$ cat config.mk
export PLATFORM = sky130hd
export DESIGN_NAME = control_transfer_unit
export DESIGN_NICKNAME = d
export VERILOG_FILES = /design/src/rtl/ct_pkg.sv /design/src/rtl/ct_cond_eval.sv /design/src/rtl/control_transfer_unit.sv
export SDC_FILE = /design/constraint.sdc
export NUM_CORES = 1
export LEC_CHECK = 0
export ABC_AREA = 1
export CAP_MARGIN = 20
export CORE_UTILIZATION = 50
export CTS_CLUSTER_DIAMETER = 200
export DETAILED_ROUTE_END_ITERATION = 8
export PLACE_DENSITY = 0.95
export SYNTH_ARGS = -nofsm -noshare
export SYNTH_HDL_FRONTEND = slang
export SYNTH_SLANG_ARGS = --single-unit
$ cat constraint.sdc
create_clock -name clk -period 4.37 [get_ports clk]
set_clock_uncertainty 0.05 [all_clocks]
set_input_delay 0.874 -clock clk [delete_from_list [all_inputs] [get_ports clk]]
set_output_delay 0.874 -clock clk [all_outputs]
set_load 0.02 [all_outputs]
$ cat src/rtl/ct_pkg.sv
// Shared definitions for the control-transfer unit: opcode encodings, FSM states
// and the redirect-target helper.
package ct_pkg;

    localparam int unsigned CT_OP_W = 4;

    localparam logic [CT_OP_W-1:0] CT_B    = 4'd0;
    localparam logic [CT_OP_W-1:0] CT_BEQ  = 4'd1;
    localparam logic [CT_OP_W-1:0] CT_BNE  = 4'd2;
    localparam logic [CT_OP_W-1:0] CT_BLT  = 4'd3;
    localparam logic [CT_OP_W-1:0] CT_BGE  = 4'd4;
    localparam logic [CT_OP_W-1:0] CT_BLTU = 4'd5;
    localparam logic [CT_OP_W-1:0] CT_J    = 4'd6;
    localparam logic [CT_OP_W-1:0] CT_JAL  = 4'd7;
    localparam logic [CT_OP_W-1:0] CT_JR   = 4'd8;
    localparam logic [CT_OP_W-1:0] CT_JALR = 4'd9;

    typedef enum logic {
        CT_IDLE     = 1'b0,
        CT_REDIRECT = 1'b1
    } ct_state_e;

    // Redirect target; branch offsets wrap silently modulo 2^32.
    function automatic logic [31:0] ct_target(
        input logic [CT_OP_W-1:0] op,
        input logic [31:0]        pc,
        input logic [31:0]        imm,
        input logic [31:0]        rs
    );
        logic [31:0] pc4;
        logic [31:0] tgt;
        pc4 = pc + 32'd4;
        case (op)
            CT_J, CT_JAL:   tgt = {pc4[31:28], imm[25:0], 2'b00};
            CT_JR, CT_JALR: tgt = {rs[31:2], 2'b00};
            default:        tgt = pc4 + {imm[29:0], 2'b00};
        endcase
        return tgt;
    endfunction

endpackage

$ cat src/rtl/ct_cond_eval.sv
// Combinational branch-condition evaluation; undefined opcodes evaluate as not taken.
module ct_cond_eval
    import ct_pkg::*;
#(
    parameter int unsigned OP_W = 4
) (
    input  logic [OP_W-1:0] ex_op,
    input  logic [31:0]     rs_val,
    input  logic [31:0]     rt_val,
    output logic            cond_true
);

    logic [CT_OP_W-1:0] op;

    always_comb begin
        op        = CT_OP_W'(ex_op);
        cond_true = 1'b0;
        case (op)
            CT_B, CT_J, CT_JAL, CT_JR, CT_JALR: cond_true = 1'b1;
            CT_BEQ:  cond_true = (rs_val == rt_val);
            CT_BNE:  cond_true = (rs_val != rt_val);
            CT_BLT:  cond_true = ($signed(rs_val) <  $signed(rt_val));
            CT_BGE:  cond_true = ($signed(rs_val) >= $signed(rt_val));
            CT_BLTU: cond_true = (rs_val < rt_val);
            default: cond_true = 1'b0;
        endcase
    end

endmodule

$ cat src/rtl/control_transfer_unit.sv
// Resolves branches/jumps and holds the redirect until the PC consumes it (en_f=0).
// Optional performance counters are enabled with the CT_PERF_EN macro.
module control_transfer_unit
    import ct_pkg::*;
#(
    parameter int unsigned OP_W = 4
) (
    input  logic            clk,
    input  logic            rst,
    input  logic            hlt,
    input  logic            en_f,
    input  logic            ex_valid,
    input  logic [OP_W-1:0] ex_op,
    input  logic [31:0]     pc_ex,
    input  logic [31:0]     imm,
    input  logic [31:0]     rs_val,
    input  logic [31:0]     rt_val,
    output logic            ct_taken,
    output logic [31:0]     ct_pc,
    output logic            link_we,
    output logic [31:0]     link_data,
    output logic            busy,
    output logic [31:0]     taken_cnt,
    output logic [31:0]     nottaken_cnt
);

    ct_state_e          state_q, state_d;
    logic               taken_d;
    logic [31:0]        pc_d;
    logic               link_we_d;
    logic [31:0]        link_data_d;
    logic               cond_true;
    logic               accept;
    logic [CT_OP_W-1:0] op;

    ct_cond_eval #(.OP_W(OP_W)) u_cond (
        .ex_op     (ex_op),
        .rs_val    (rs_val),
        .rt_val    (rt_val),
        .cond_true (cond_true)
    );

    assign op     = CT_OP_W'(ex_op);
    assign accept = !hlt && (state_q == CT_IDLE) && ex_valid;
    assign busy   = (state_q == CT_REDIRECT);

    // Next-state and registered-output values; hlt overrides everything.
    always_comb begin
        state_d     = state_q;
        taken_d     = ct_taken;
        pc_d        = ct_pc;
        link_we_d   = 1'b0;
        link_data_d = link_data;
        if (hlt) begin
            state_d = CT_IDLE;
            taken_d = 1'b0;
        end else begin
            case (state_q)
                CT_IDLE: begin
                    if (ex_valid && cond_true) begin
                        state_d = CT_REDIRECT;
                        taken_d = 1'b1;
                        pc_d    = ct_target(op, pc_ex, imm, rs_val);
                        if (op == CT_JAL || op == CT_JALR) begin
                            link_we_d   = 1'b1;
                            link_data_d = pc_ex + 32'd4;
                        end
                    end
                end
                CT_REDIRECT: begin
                    // ct_pc stays valid on this edge so the PC loads it.
                    if (!en_f) begin
                        state_d = CT_IDLE;
                        taken_d = 1'b0;
                    end
                end
                default: begin
                    state_d = CT_IDLE;
                    taken_d = 1'b0;
                end
            endcase
        end
    end

    always_ff @(posedge clk or posedge rst) begin
        if (rst) begin
            state_q   <= CT_IDLE;
            ct_taken  <= 1'b0;
            ct_pc     <= '0;
            link_we   <= 1'b0;
            link_data <= '0;
        end else begin
            state_q   <= state_d;
            ct_taken  <= taken_d;
            ct_pc     <= pc_d;
            link_we   <= link_we_d;
            link_data <= link_data_d;
        end
    end

`ifdef CT_PERF_EN
    logic [31:0] taken_q;
    logic [31:0] nottaken_q;

    always_ff @(posedge clk or posedge rst) begin
        if (rst) begin
            taken_q    <= '0;
            nottaken_q <= '0;
        end else if (accept) begin
            if (cond_true) taken_q    <= taken_q + 32'd1;
            else           nottaken_q <= nottaken_q + 32'd1;
        end
    end

    assign taken_cnt    = taken_q;
    assign nottaken_cnt = nottaken_q;
`else
    logic perf_unused;
    assign perf_unused  = accept;
    assign taken_cnt    = '0;
    assign nottaken_cnt = '0;
`endif

endmodule

==> results.txt <==
The run finished with clean final reports. After clock tree synthesis, the clock-pin slew on the worst setup and hold paths is around 0.06 ns. The post-detailed-routing wire length is 23,700 um.

The initial antenna violation count came out at 0. The global-route usage over all layers came out at a little under a third. In the post-route analysis, the smallest setup slack over all paths is approximately 0.27 ns. The actual transition at the worst max-transition pin came out at 0.971 ns.

The fraction of the yosys area taken by sequential cells came out at 23.1%. Clock tree synthesis selected as its root buffer the cell clkbuf_16. The final instance area is 0.00970 mm^2. In this run the worst path has a maximum fanout of 4. The synthesis-stage register bit count is 67. The first-pass detailed-route iteration total is 6. The largest vdd supply drop came out at slightly above 0.2 mV. Using the TritonRoute via totals, the vias-per-cell ratio works out to 5.39. The placement row count came out at 43.

The power density relative to cell area came out at 340 mW/mm^2. The first global-routing pass estimated 36,800 um of wire. In this run the cell area measured after placement is between 0.009 and 0.01 mm^2. The floorplan step set the die width to 122 um. The top flip-flop cell by instance count after synthesis is dfrtp_1. The buffer depth of the longest clock path came out at 2. The count of unresolved DRC violations after routing is 0. The number of global-route vias before repair came out at 7,700. The worst register-to-register path ends at ct_pc[3]$_DFFE_PP0P_. The worst setup path is launched from a primary input. The area of the core came out at between 0.01 and 0.015 mm^2. Yosys printed 0 warnings. TritonCTS built the clock tree.

The number of antenna diodes in the final layout is 0. The distinct cell type count after synthesis is 46. The average detailed-routed wire length per instance came out at 15.8 um. The area of the die came out at 0.0150 mm^2.

STA classifies the critical path endpoint as a register. The max-cap check violation count is 0. The post-synthesis average cell area is roughly 6.6 um^2. The number of nets with antenna violations after detailed routing is 0. The final-report max-slew violation count came out at 0.

Of all flip-flops after synthesis, the portion carrying an async set or reset was 100%. In the layout the commonest cells are nand2_1, clkdlybuf4s50_1, inv_1, nor2_1, nand3_1. The y dimension of the die came out at ~120 um. The number of enable-type register cells in the synthesized netlist came out at 0.

The number of clock sinks is 67. The critical path is of the in2reg type. In the synthesized netlist, the number of instances is 1,101. The most critical setup path has its startpoint at pc_ex[2]. The share of final-layout standard cells stronger than drive strength 1 came out at 7.27%. The half-perimeter wire length after detailed placement came out at about 19,000 um. The worst hold path was traced through 2 stages. The worst path arrival time came out at ~4.3 ns. The first routing iteration left approximately 650 violations.

The total congestion overflow after global routing is 0. The tightest min-delay check is of the reg2reg type. For the worst-skew pair, the clock arrives at the later sink with an insertion delay of 0.34 ns. The setup slack of the most critical reg-to-reg path came out at 2.50 ns.

The synthesis-to-finish area growth came out at 33.7%. In this run the worst setup path terminates at ct_pc[30]$_DFFE_PP0P_. The number of hold-slack violations in the final timing report came out at 0. The leakage power total is between 0.004 and 0.005 uW. The number of buffers inserted during clock tree synthesis is 9. The library cell used most frequently in the layout, excluding fill and tap cells, is nand2_1. The count of hold-fix buffers inserted at cts came out at 0. The synthesized cell area came out at 0.00725 mm^2. The top-level I/O count is 268.

The maximum clock frequency is between 200 and 250 MHz. Once the floorplan was initialized, standard cells occupied 51.8% of the core. After the last flow step, the layout net total stands at 1,516. The routability-driven placement congestion ratio came out at 0.977. The number of port buffers came out at 201. The worst slew margin relative to its limit is 35.2%. At the end of the flow the core is filled with cells to 69.3%. The depth of the worst register-to-register path came out at 6. The pin count of the biggest net entering global routing is between 50 and 60. The clock period minus final worst setup slack came out at 4.10 ns. The portion of the clock cycle consumed by the worst path in the final layout is 93.8%. The via count is between 8,000 and 9,000.

The H-tree was split into 3 levels. In this run the critical register-to-register path is launched from busy$_DFF_PP0_. The required time at the endpoint of the critical path is 4.60 ns.

The count of endpoints failing setup in the final report came out at 0. Prior to clock tree synthesis, the placed netlist has a worst setup slack of -0.0373 ns.
worst min-delay path by stage:
stage	slack, ns	start	endpoint
finish	0.42	ct_pc[23]$_DFFE_PP0P_	ct_pc[23]$_DFFE_PP0P_
global route	0.44	ct_pc[20]$_DFFE_PP0P_	ct_pc[20]$_DFFE_PP0P_
CTS	0.42	ct_pc[14]$_DFFE_PP0P_	ct_pc[14]$_DFFE_PP0P_
detailed placement	0.41	ct_pc[23]$_DFFE_PP0P_	ct_pc[23]$_DFFE_PP0P_
global placement	0.40	ct_pc[14]$_DFFE_PP0P_	ct_pc[14]$_DFFE_PP0P_
floorplan	0.53	ct_pc[0]$_DFFE_PP0P_	ct_pc[0]$_DFFE_PP0P_
sequential cells by signal, indices dropped and copies added (netlist names):
signal     count
busy           1
ct_pc         32
ct_taken       1
link_data     32
link_we        1
critical path, stage by stage:
cell and delay, ns:
clkdlybuf4s50_1 0.48, buf_4 0.13, nand3_2 0.10, nor2_2 0.10, nand2_2 0.08, inv_2 0.08, nand2_4 0.08, nor2_8 0.14
nand2_4 0.07, nor2_4 0.10, nand2_2 0.07, xor2_1 0.20, inv_1 0.07, ha_1 0.37, a21oi_1 0.23, o21ai_0 0.15
o21bai_1 0.20, a21oi_1 0.14, nand2_1 0.10, nand2_1 0.07, nand2_1 0.04, o21ai_0 0.20, nand4_1 0.14, nand2_1 0.11
cell families after synthesis:
kind of cell / after synthesis / share of synthesized area, %
muxes: 14 / 2.17
adders and majority gates: 63 / 11.0
DFF: 67 / 23.1
xor gates and xnor gates: 26 / 3.14
AOI/OAI and AO/OA: 138 / 10.6
buffers and inverters: 230 / 15.5
other: 1 / 0.0517
and+or+nand+nor: 562 / 34.4
layout make-up:
type	count	area, um^2
Multi-Input combinational cell	867	4720
Fill cell	1223	4290
Timing Repair Buffer	231	2250
Sequential cell	67	1680
Inverter	140	526
Clock buffer	11	243
Tap cell	180	225
Clock inverter	5	52.6
metrics by stage:
step,instances,hold slack (ns),power (uW),TNS (ns)
floorplan,1164,0.528,1840,0
global placement,1485,0.403,2510,-0.0203
detailed placement,1485,0.408,2550,-0.189
CTS,1501,0.422,3290,0
global route,1501,0.437,3490,-0.0148
finish,1501,0.419,3290,0
where the power goes:
part,total [uW],internal [uW],switching [uW]
combinational,1630,727,903
clock,727,454,273
sequential,938,821,117
cells in the mapped netlist (2+ instances only):
| cell | count | share of area, % |
|---|---|---|
| a21boi_0 | 2 | 0.21 |
| a21o_1 | 6 | 0.62 |
| a21oi_1 | 72 | 5.0 |
| a22o_1 | 3 | 0.36 |
| a31oi_1 | 2 | 0.17 |
| buf_1 | 3 | 0.16 |
| buf_2 | 10 | 0.69 |
| buf_4 | 67 | 6.9 |
| clkbuf_1 | 10 | 0.52 |
| dfrtp_1 | 67 | 23 |
| ha_1 | 62 | 11 |
| inv_1 | 137 | 7.1 |
| inv_2 | 2 | 0.10 |
| mux2_2 | 14 | 2.2 |
| nand2_1 | 291 | 15 |
| nand2_2 | 2 | 0.17 |
| nand2_4 | 3 | 0.47 |
| nand3_1 | 77 | 5.3 |
| nand3_2 | 2 | 0.28 |
| nand3b_1 | 3 | 0.31 |
| nand4_1 | 49 | 4.2 |
| nor2_1 | 98 | 5.1 |
| nor2_2 | 2 | 0.17 |
| nor3_1 | 12 | 0.83 |
| nor3_2 | 2 | 0.28 |
| nor3b_1 | 3 | 0.31 |
| nor4_1 | 2 | 0.17 |
| o211ai_1 | 2 | 0.21 |
| o21a_1 | 4 | 0.41 |
| o21ai_0 | 34 | 2.3 |
| o21ai_1 | 2 | 0.14 |
| o21bai_1 | 8 | 0.83 |
| or2_2 | 11 | 0.95 |
| xnor2_1 | 4 | 0.48 |
| xor2_1 | 22 | 2.7 |
metal layers:
layer / vias up / share of wire (%) / wire length, um / track usage (%)
li1: 3915 / - / - / -
met2: 457 / 46 / 10900 / 52.3
met5: - / 0 / 0 / 0
met1: 3640 / 41 / 9650 / 40.0
met3: 79 / 9.3 / 2200 / 6.04
met4: 0 / 4.0 / 951 / 16.1
what timing repair did:
action,CTS,global route
endpoints found under the setup margin,0,7
gates resized for setup,0,8
buffers inserted,0,0
No activity file was read; power rests on OpenSTA's default activity.
